==> src/rtl/xy2phase_rx_pkg.sv <==
// Shared constants, FSM state encoding and the arctangent table used by the
// xy2phase_rx vectoring-mode CORDIC receiver.
package xy2phase_rx_pkg;

    localparam int  XY_W           = 12;
    localparam int  XY_PW          = 16;
    localparam int  XY_ITER        = 12;
    localparam int  XY_CW          = $clog2(XY_PW);
    localparam real XY_CORDIC_GAIN = 1.6467602;

    typedef enum logic [1:0] {
        S_IDLE,
        S_ITER,
        S_DONE
    } state_t;

    // atan(2^-i) in binary angle units where the full circle is 2^16
    function automatic logic [XY_PW-1:0] atanLut(input logic [XY_CW-1:0] idx);
        logic [XY_PW-1:0] v;
        case (idx)
            4'd0:    v = 16'd8192;
            4'd1:    v = 16'd4836;
            4'd2:    v = 16'd2555;
            4'd3:    v = 16'd1297;
            4'd4:    v = 16'd651;
            4'd5:    v = 16'd326;
            4'd6:    v = 16'd163;
            4'd7:    v = 16'd81;
            4'd8:    v = 16'd41;
            4'd9:    v = 16'd20;
            4'd10:   v = 16'd10;
            4'd11:   v = 16'd5;
            4'd12:   v = 16'd3;
            4'd13:   v = 16'd1;
            4'd14:   v = 16'd1;
            default: v = 16'd0;
        endcase
        return v;
    endfunction

endpackage

==> src/rtl/xy2phase_rx_if.sv <==
// Sample-pair input and phase/magnitude result bundle of the xy2phase_rx block.
interface xy2phase_rx_if
    import xy2phase_rx_pkg::*;
#(
    parameter int W  = XY_W,
    parameter int PW = XY_PW
);
    logic                VldX;
    logic                VldY;
    logic signed [W-1:0] inX;
    logic signed [W-1:0] inY;
    logic                Rdy;
    logic                Vld;
    logic [PW-1:0]       Phase;
    logic [W:0]          Mag;
    logic                ErrSync;
    logic                Ovr;

    modport master (
        output VldX, VldY, inX, inY,
        input  Rdy, Vld, Phase, Mag, ErrSync, Ovr
    );

    modport slave (
        input  VldX, VldY, inX, inY,
        output Rdy, Vld, Phase, Mag, ErrSync, Ovr
    );

endinterface

==> src/rtl/xy2phase_rx_cordic_vec_step.sv <==
// One combinational vectoring-mode CORDIC micro-rotation: drives y towards zero
// and accumulates the applied rotation into z.
module xy2phase_rx_cordic_vec_step
    import xy2phase_rx_pkg::*;
#(
    parameter int XW = XY_W + 2
) (
    input  logic signed [XW-1:0] i_x,
    input  logic signed [XW-1:0] i_y,
    input  logic [XY_PW-1:0]     i_z,
    input  logic [XY_CW-1:0]     i_idx,
    output logic signed [XW-1:0] o_x,
    output logic signed [XW-1:0] o_y,
    output logic [XY_PW-1:0]     o_z
);
    logic signed [XW-1:0] w_xs;
    logic signed [XW-1:0] w_ys;
    logic [XY_PW-1:0]     w_ang;
    logic                 w_d;

    // y == 0 rotates clockwise, like any non-negative y
    assign w_d   = ~i_y[XW-1];
    assign w_xs  = i_x >>> i_idx;
    assign w_ys  = i_y >>> i_idx;
    assign w_ang = atanLut(i_idx);

    assign o_x = w_d ? (i_x + w_ys) : (i_x - w_ys);
    assign o_y = w_d ? (i_y - w_xs) : (i_y + w_xs);
    assign o_z = w_d ? (i_z + w_ang) : (i_z - w_ang);

endmodule

==> src/rtl/xy2phase_rx.sv <==
// Iterative CORDIC receiver: converts a signed X/Y sample pair into a binary-angle
// phase and an uncompensated magnitude, one micro-rotation per clock.
module xy2phase_rx
    import xy2phase_rx_pkg::*;
#(
    parameter int W    = XY_W,
    parameter int ITER = XY_ITER
) (
    input  logic         clk,
    input  logic         rst,
    xy2phase_rx_if.slave bus
);
    localparam int PW = XY_PW;
    localparam int XW = W + 2;

    state_t               r_state;
    state_t               w_nextState;
    logic signed [XW-1:0] r_x;
    logic signed [XW-1:0] r_y;
    logic signed [XW-1:0] w_xIn;
    logic signed [XW-1:0] w_yIn;
    logic signed [XW-1:0] w_x0;
    logic signed [XW-1:0] w_y0;
    logic signed [XW-1:0] w_nx;
    logic signed [XW-1:0] w_ny;
    logic [PW-1:0]        r_z;
    logic [PW-1:0]        w_z0;
    logic [PW-1:0]        w_nz;
    logic [PW-1:0]        r_phase;
    logic [W:0]           r_mag;
    logic [XY_CW-1:0]     r_count;
    logic                 r_zero;
    logic                 r_errSync;
    logic                 r_ovr;
    logic                 w_rdy;
    logic                 w_vld;
    logic                 w_pair;
    logic                 w_accept;
    logic                 w_lastIter;

    assign w_pair     = bus.VldX & bus.VldY;
    assign w_accept   = w_pair & w_rdy;
    assign w_lastIter = (r_count == XY_CW'(ITER - 1));

    assign w_xIn = {{2{bus.inX[W-1]}}, bus.inX};
    assign w_yIn = {{2{bus.inY[W-1]}}, bus.inY};

    // Left half-plane is rotated by 180 degrees so the iterations only cover +-90 degrees
    assign w_x0 = w_xIn[XW-1] ? -w_xIn : w_xIn;
    assign w_y0 = w_xIn[XW-1] ? -w_yIn : w_yIn;
    assign w_z0 = w_xIn[XW-1] ? {1'b1, {(PW-1){1'b0}}} : '0;

    xy2phase_rx_cordic_vec_step #(
        .XW(XW)
    ) u_step (
        .i_x  (r_x),
        .i_y  (r_y),
        .i_z  (r_z),
        .i_idx(r_count),
        .o_x  (w_nx),
        .o_y  (w_ny),
        .o_z  (w_nz)
    );

    always_ff @(posedge clk) begin
        if (rst) begin
            r_state <= S_IDLE;
        end else begin
            r_state <= w_nextState;
        end
    end

    always_comb begin
        w_nextState = r_state;
        case (r_state)
            S_IDLE:  if (w_accept) w_nextState = S_ITER;
            S_ITER:  if (w_lastIter) w_nextState = S_DONE;
            S_DONE:  w_nextState = w_accept ? S_ITER : S_IDLE;
            default: w_nextState = S_IDLE;
        endcase
    end

    always_comb begin
        w_rdy = 1'b1;
        w_vld = 1'b0;
        case (r_state)
            S_ITER:  w_rdy = 1'b0;
            S_DONE:  w_vld = 1'b1;
            default: ;
        endcase
    end

    // An all-zero input never moves y, so z would pile up every table entry; force 0 instead
    always_ff @(posedge clk) begin
        if (rst) begin
            r_x       <= '0;
            r_y       <= '0;
            r_z       <= '0;
            r_count   <= '0;
            r_zero    <= 1'b0;
            r_phase   <= '0;
            r_mag     <= '0;
            r_errSync <= 1'b0;
            r_ovr     <= 1'b0;
        end else begin
            if (w_accept) begin
                r_x     <= w_x0;
                r_y     <= w_y0;
                r_z     <= w_z0;
                r_count <= '0;
                r_zero  <= (bus.inX == '0) && (bus.inY == '0);
            end else if (r_state == S_ITER) begin
                r_x     <= w_nx;
                r_y     <= w_ny;
                r_z     <= w_nz;
                r_count <= r_count + XY_CW'(1);
            end
            if ((r_state == S_ITER) && w_lastIter) begin
                r_phase <= r_zero ? '0 : w_nz;
                r_mag   <= w_nx[W:0];
            end
            if (bus.VldX ^ bus.VldY) begin
                r_errSync <= 1'b1;
            end
            if (w_pair && !w_rdy) begin
                r_ovr <= 1'b1;
            end
        end
    end

    assign bus.Rdy     = w_rdy;
    assign bus.Vld     = w_vld;
    assign bus.Phase   = r_phase;
    assign bus.Mag     = r_mag;
    assign bus.ErrSync = r_errSync;
    assign bus.Ovr     = r_ovr;

endmodule

==> src/flat_wrapper.sv <==
// flat-port wrapper written by rule: the top's interface ports become plain ports
module xy2phase_rx_flat import xy2phase_rx_pkg::*;
#(
    parameter int W    = XY_W,
    parameter int ITER = XY_ITER
)
  (clk, rst, bus_VldX, bus_VldY, bus_inX, bus_inY, bus_Rdy, bus_Vld, bus_Phase, bus_Mag, bus_ErrSync, bus_Ovr);
  xy2phase_rx_if #(.W(W), .PW((XY_PW))) bus_i ();
  input  logic clk;
  input  logic rst;
  input wire logic [$bits(bus_i.VldX)-1:0] bus_VldX;
  input wire logic [$bits(bus_i.VldY)-1:0] bus_VldY;
  input wire logic [$bits(bus_i.inX)-1:0] bus_inX;
  input wire logic [$bits(bus_i.inY)-1:0] bus_inY;
  output wire logic [$bits(bus_i.Rdy)-1:0] bus_Rdy;
  output wire logic [$bits(bus_i.Vld)-1:0] bus_Vld;
  output wire logic [$bits(bus_i.Phase)-1:0] bus_Phase;
  output wire logic [$bits(bus_i.Mag)-1:0] bus_Mag;
  output wire logic [$bits(bus_i.ErrSync)-1:0] bus_ErrSync;
  output wire logic [$bits(bus_i.Ovr)-1:0] bus_Ovr;
  assign bus_i.VldX = bus_VldX;
  assign bus_i.VldY = bus_VldY;
  assign bus_i.inX = bus_inX;
  assign bus_i.inY = bus_inY;
  assign bus_Rdy = bus_i.Rdy;
  assign bus_Vld = bus_i.Vld;
  assign bus_Phase = bus_i.Phase;
  assign bus_Mag = bus_i.Mag;
  assign bus_ErrSync = bus_i.ErrSync;
  assign bus_Ovr = bus_i.Ovr;
  xy2phase_rx #(.W(W), .ITER(ITER)) u_core (.clk(clk), .rst(rst), .bus(bus_i));
endmodule
==> config.mk <==
export PLATFORM = sky130hd
export DESIGN_NAME = xy2phase_rx_flat
export DESIGN_NICKNAME = d
export VERILOG_FILES = /design/src/rtl/xy2phase_rx_pkg.sv /design/src/rtl/xy2phase_rx_if.sv /design/src/rtl/xy2phase_rx_cordic_vec_step.sv /design/src/rtl/xy2phase_rx.sv /design/src/flat_wrapper.sv
export SDC_FILE = /design/constraint.sdc
export NUM_CORES = 1
export LEC_CHECK = 0
export CAP_MARGIN = 20
export CORE_UTILIZATION = 34
export DETAILED_ROUTE_END_ITERATION = 8
export PLACE_DENSITY = 0.55
export SETUP_SLACK_MARGIN = 0.1
export SYNTH_ARGS = -nofsm -noshare
export SYNTH_HDL_FRONTEND = slang
export SYNTH_SLANG_ARGS = --single-unit
==> constraint.sdc <==
create_clock -name clk -period 5.2 [get_ports clk]
set_clock_uncertainty 0.15 [all_clocks]
set_input_delay 1.04 -clock clk [delete_from_list [all_inputs] [get_ports clk]]
set_output_delay 1.04 -clock clk [all_outputs]
set_load 0.01 [all_outputs]
==> impl_metrics.json <==
{
  "grt_use_met1_pct": 30.14,
  "grt_max_degree": 44,
  "p_per_area_nw_per_um2": 428.3,
  "crit_type": "reg2reg",
  "synth_area_per_cell_um2": 7.982,
  "cts-root-buf": "clkbuf_16",
  "die_h_um": 160.3,
  "final_area_um2": 9767,
  "die_width_um": 160.3,
  "synth_edf_count": 0,
  "cp.arrival_ns": 4.87,
  "coreArea_um2": 24460,
  "hold_path_startpoint": "u_core.bus.Mag[8]",
  "endpoint_kind": "register",
  "fin_util_pct": 39.93,
  "cts_tree": "done",
  "cts_made_buffers": 9,
  "post_drt_wl_per_cell_um": 17.93,
  "critPathRequiredTime_ns": 5.27,
  "io_buffers": 60,
  "yosysTopAreaCellShare_pct": 22.55,
  "drive_gt1_share_pct": 8.559,
  "finalCritPeriodShare_pct": 92.29,
  "synth_top_cell_by_area": "dfxtp_1",
  "setup_violations": 0,
  "ant_nets": 0,
  "irDropWorstVdd_uv": 171.3,
  "crit_start": "u_core.r_count[1]",
  "timing.final.crit_period_ns": 4.799,
  "setup_ws_ns": 0.4011,
  "grt_pass1_vias": 7362,
  "antennaDiodeCount": 0,
  "synth_flop_cell": "dfxtp_1",
  "multi_input_area_um2": 6208,
  "crit_slowest_cell": "dfxtp_1",
  "synthesis.nets": 1154,
  "clk_pin_slew_ns": 0.07,
  "seq_area_um2": 1926,
  "max_freq_mhz": 208.4,
  "start_util_pct": 34.85,
  "netlist_instances": 1068,
  "vias": 8108,
  "drtPass1Iterations": 5,
  "dr.first_iter.drc_count": 465,
  "cts_hold_buf": 0,
  "drv_slew": 0,
  "clock-sinks": 96,
  "max_cap_violations": 0,
  "final_common_cell": "nor2_1",
  "hold_class": "reg2reg",
  "synthArstFlopShare_pct": 0,
  "ys_seq_area_share_pct": 22.55,
  "clk_latency_ns": 0.36,
  "cts-htree-levels": 3,
  "ys_seq_elements": 96,
  "gp_congestion": 0.9175,
  "place_area_um2": 9452,
  "worst_pin_slew_ns": 1.038,
  "worst-path-buf-inv": 1,
  "grt_usage_pct": 20.00,
  "fin_setup_tns_ns": 0,
  "grt_pass1_wl_um": 41000,
  "post_cts_buffers": 0,
  "whs_ns": 0.3015,
  "hpwl_um": 19300,
  "crit_family": "compound AO/OA/AOI/OAI gates",
  "cpPeakStageDelay_ns": 0.77,
  "wirelength_um": 25710,
  "use_met3_pct": 3.357,
  "status": "finished, final reports clean",
  "yosysUniqueCellTypes": 78,
  "rsz0062_at_grt": "no",
  "yosys_warnings": 0,
  "worstPathCellList": "buf_4, mux4_2, o211a_1, a221oi_1, ha_1, a21oi_1, ha_1, nor2b_1, o31ai_1, a211oi_1, nor3_1, o21ai_0, xnor2_1, a21oi_1",
  "dieArea_um2": 25710,
  "ioPinCount": 61,
  "grt-busiest-layer": "met1",
  "crit_path_start_kind": "register",
  "p_leak_nw": 3.773,
  "relSlewSlack_pct": 30.75,
  "row_count": 57,
  "vias_per_cell": 5.654,
  "drc_errors": 0,
  "syn2layout_area_growth_pct": 14.58,
  "fillers": 2483,
  "synth_area_um2": 8524,
  "clockBufferDepth": 2,
  "use_met2_pct": 29.29,
  "pre_cts_slack_ns": 0.4127,
  "final-hold-violation-count": 0,
  "worstReg2RegStart": "u_core.r_count[1]",
  "synth_top_cells_by_area": "dfxtp_1 (23%), ha_1 (8.1%), a21oi_1 (5.8%)",
  "nNetsFinal": 1191,
  "antenna_found_initial": 0,
  "grt_overflow": 0,
  "cp_max_fo": 16,
  "layout_common_cells": "nor2_1 (122), a21oi_1 (99), dfxtp_1 (95)"
}
-- worst paths after layout --
check                                         end  slack, ns  cells past startpoint
worst max-delay path               u_core.r_x[11]       0.40                     14
worst min-delay path            u_core.bus.Mag[8]       0.30                      2
worst max register to register     u_core.r_x[11]       0.40                     14
worst min register to register  u_core.bus.Mag[8]       0.30                      2
-- worst register-to-register path, delay by kind of cell (launching register included) --
kind	cells	cell delay [ns]
multiplexers	1	0.33
flip-flops	1	0.77
adder cells (fa/ha/maj)	2	0.60
buffers and inverters	1	0.32
XOR/XNOR	1	0.21
AO/OA/AOI/OAI	7	1.83
AND/OR/NAND/NOR	2	0.45
-- area by class of cell --
cell class,instances,area share (%)
clock inverter,7,0.8199
tap,324,4.151
clock buffer,9,2.306
inverter,37,1.422
timing repair buffer,85,8.019
multi-input combinational,876,63.57
sequential,96,19.72
-- power breakdown --
| group | switching [mW] | internal [mW] | total, mW |
|---|---|---|---|
| Sequential | 0.129 | 0.803 | 0.932 |
| Clock | 0.327 | 0.379 | 0.706 |
| Combinational | 1.45 | 1.09 | 2.54 |
| Total | 1.91 | 2.27 | 4.18 |
-- what timing repair did --
action                     in CTS  in global routing
gates resized for setup         0                  1
hold endpoints to repair        0                  0
setup endpoints to repair       0                  1
-- cells in the mapped netlist (11+ instances only) --
cell type / count
a22oi_1: 13
nor3_1: 31
dfxtp_1: 96
nor2b_1: 14
xnor2_1: 46
ha_1: 55
nand3_1: 31
buf_1: 13
nand2_1: 81
mux2i_1: 18
o211ai_1: 11
o21ai_0: 39
a211oi_1: 32
nor2_1: 122
mux4_2: 20
and3_1: 15
xor2_1: 30
a21oi_1: 99
or3_1: 14
clkbuf_1: 36
inv_1: 36
o31ai_1: 15
-- stage by stage --
step / power (mW) / instances
global route: 4.491 / 1434
detailed placement: 3.444 / 1417
floorplan: 2.875 / 1068
global placement: 3.445 / 1417
finish: 4.183 / 1434
CTS: 4.168 / 1433
-- kinds of logic after synthesis --
family	after synthesis	share of synthesized area, %
buffers and inverters	96	4.741
xor gates and xnor gates	76	7.809
adders and majority gates	58	8.777
AOI/OAI and AO/OA	308	24.01
muxes	52	9.952
and+or+nand+nor	382	22.16
DFF	96	22.55
-- sequential cells by signal, summed over array words and instances (netlist names) --
| name | cells |
|---|---|
| u_core.r_zero | 1 |
| u_core.u_step.w_ang | 14 |
| u_core.r_z | 16 |
| u_core.r_state | 2 |
| u_core.bus.Mag | 13 |
| u_core.bus.ErrSync | 1 |
| u_core.bus.Ovr | 1 |
| u_core.bus.Phase | 16 |
| u_core.r_x | 14 |
| u_core.r_count | 4 |
| u_core.r_y | 14 |
-- per-layer routing --
metal	share of wire, %	wire [um]
met1	51	13180
met5	0	0
met4	1.2	307
met3	5.3	1361
met2	42	10870
(Power assumes the default switching activity.)
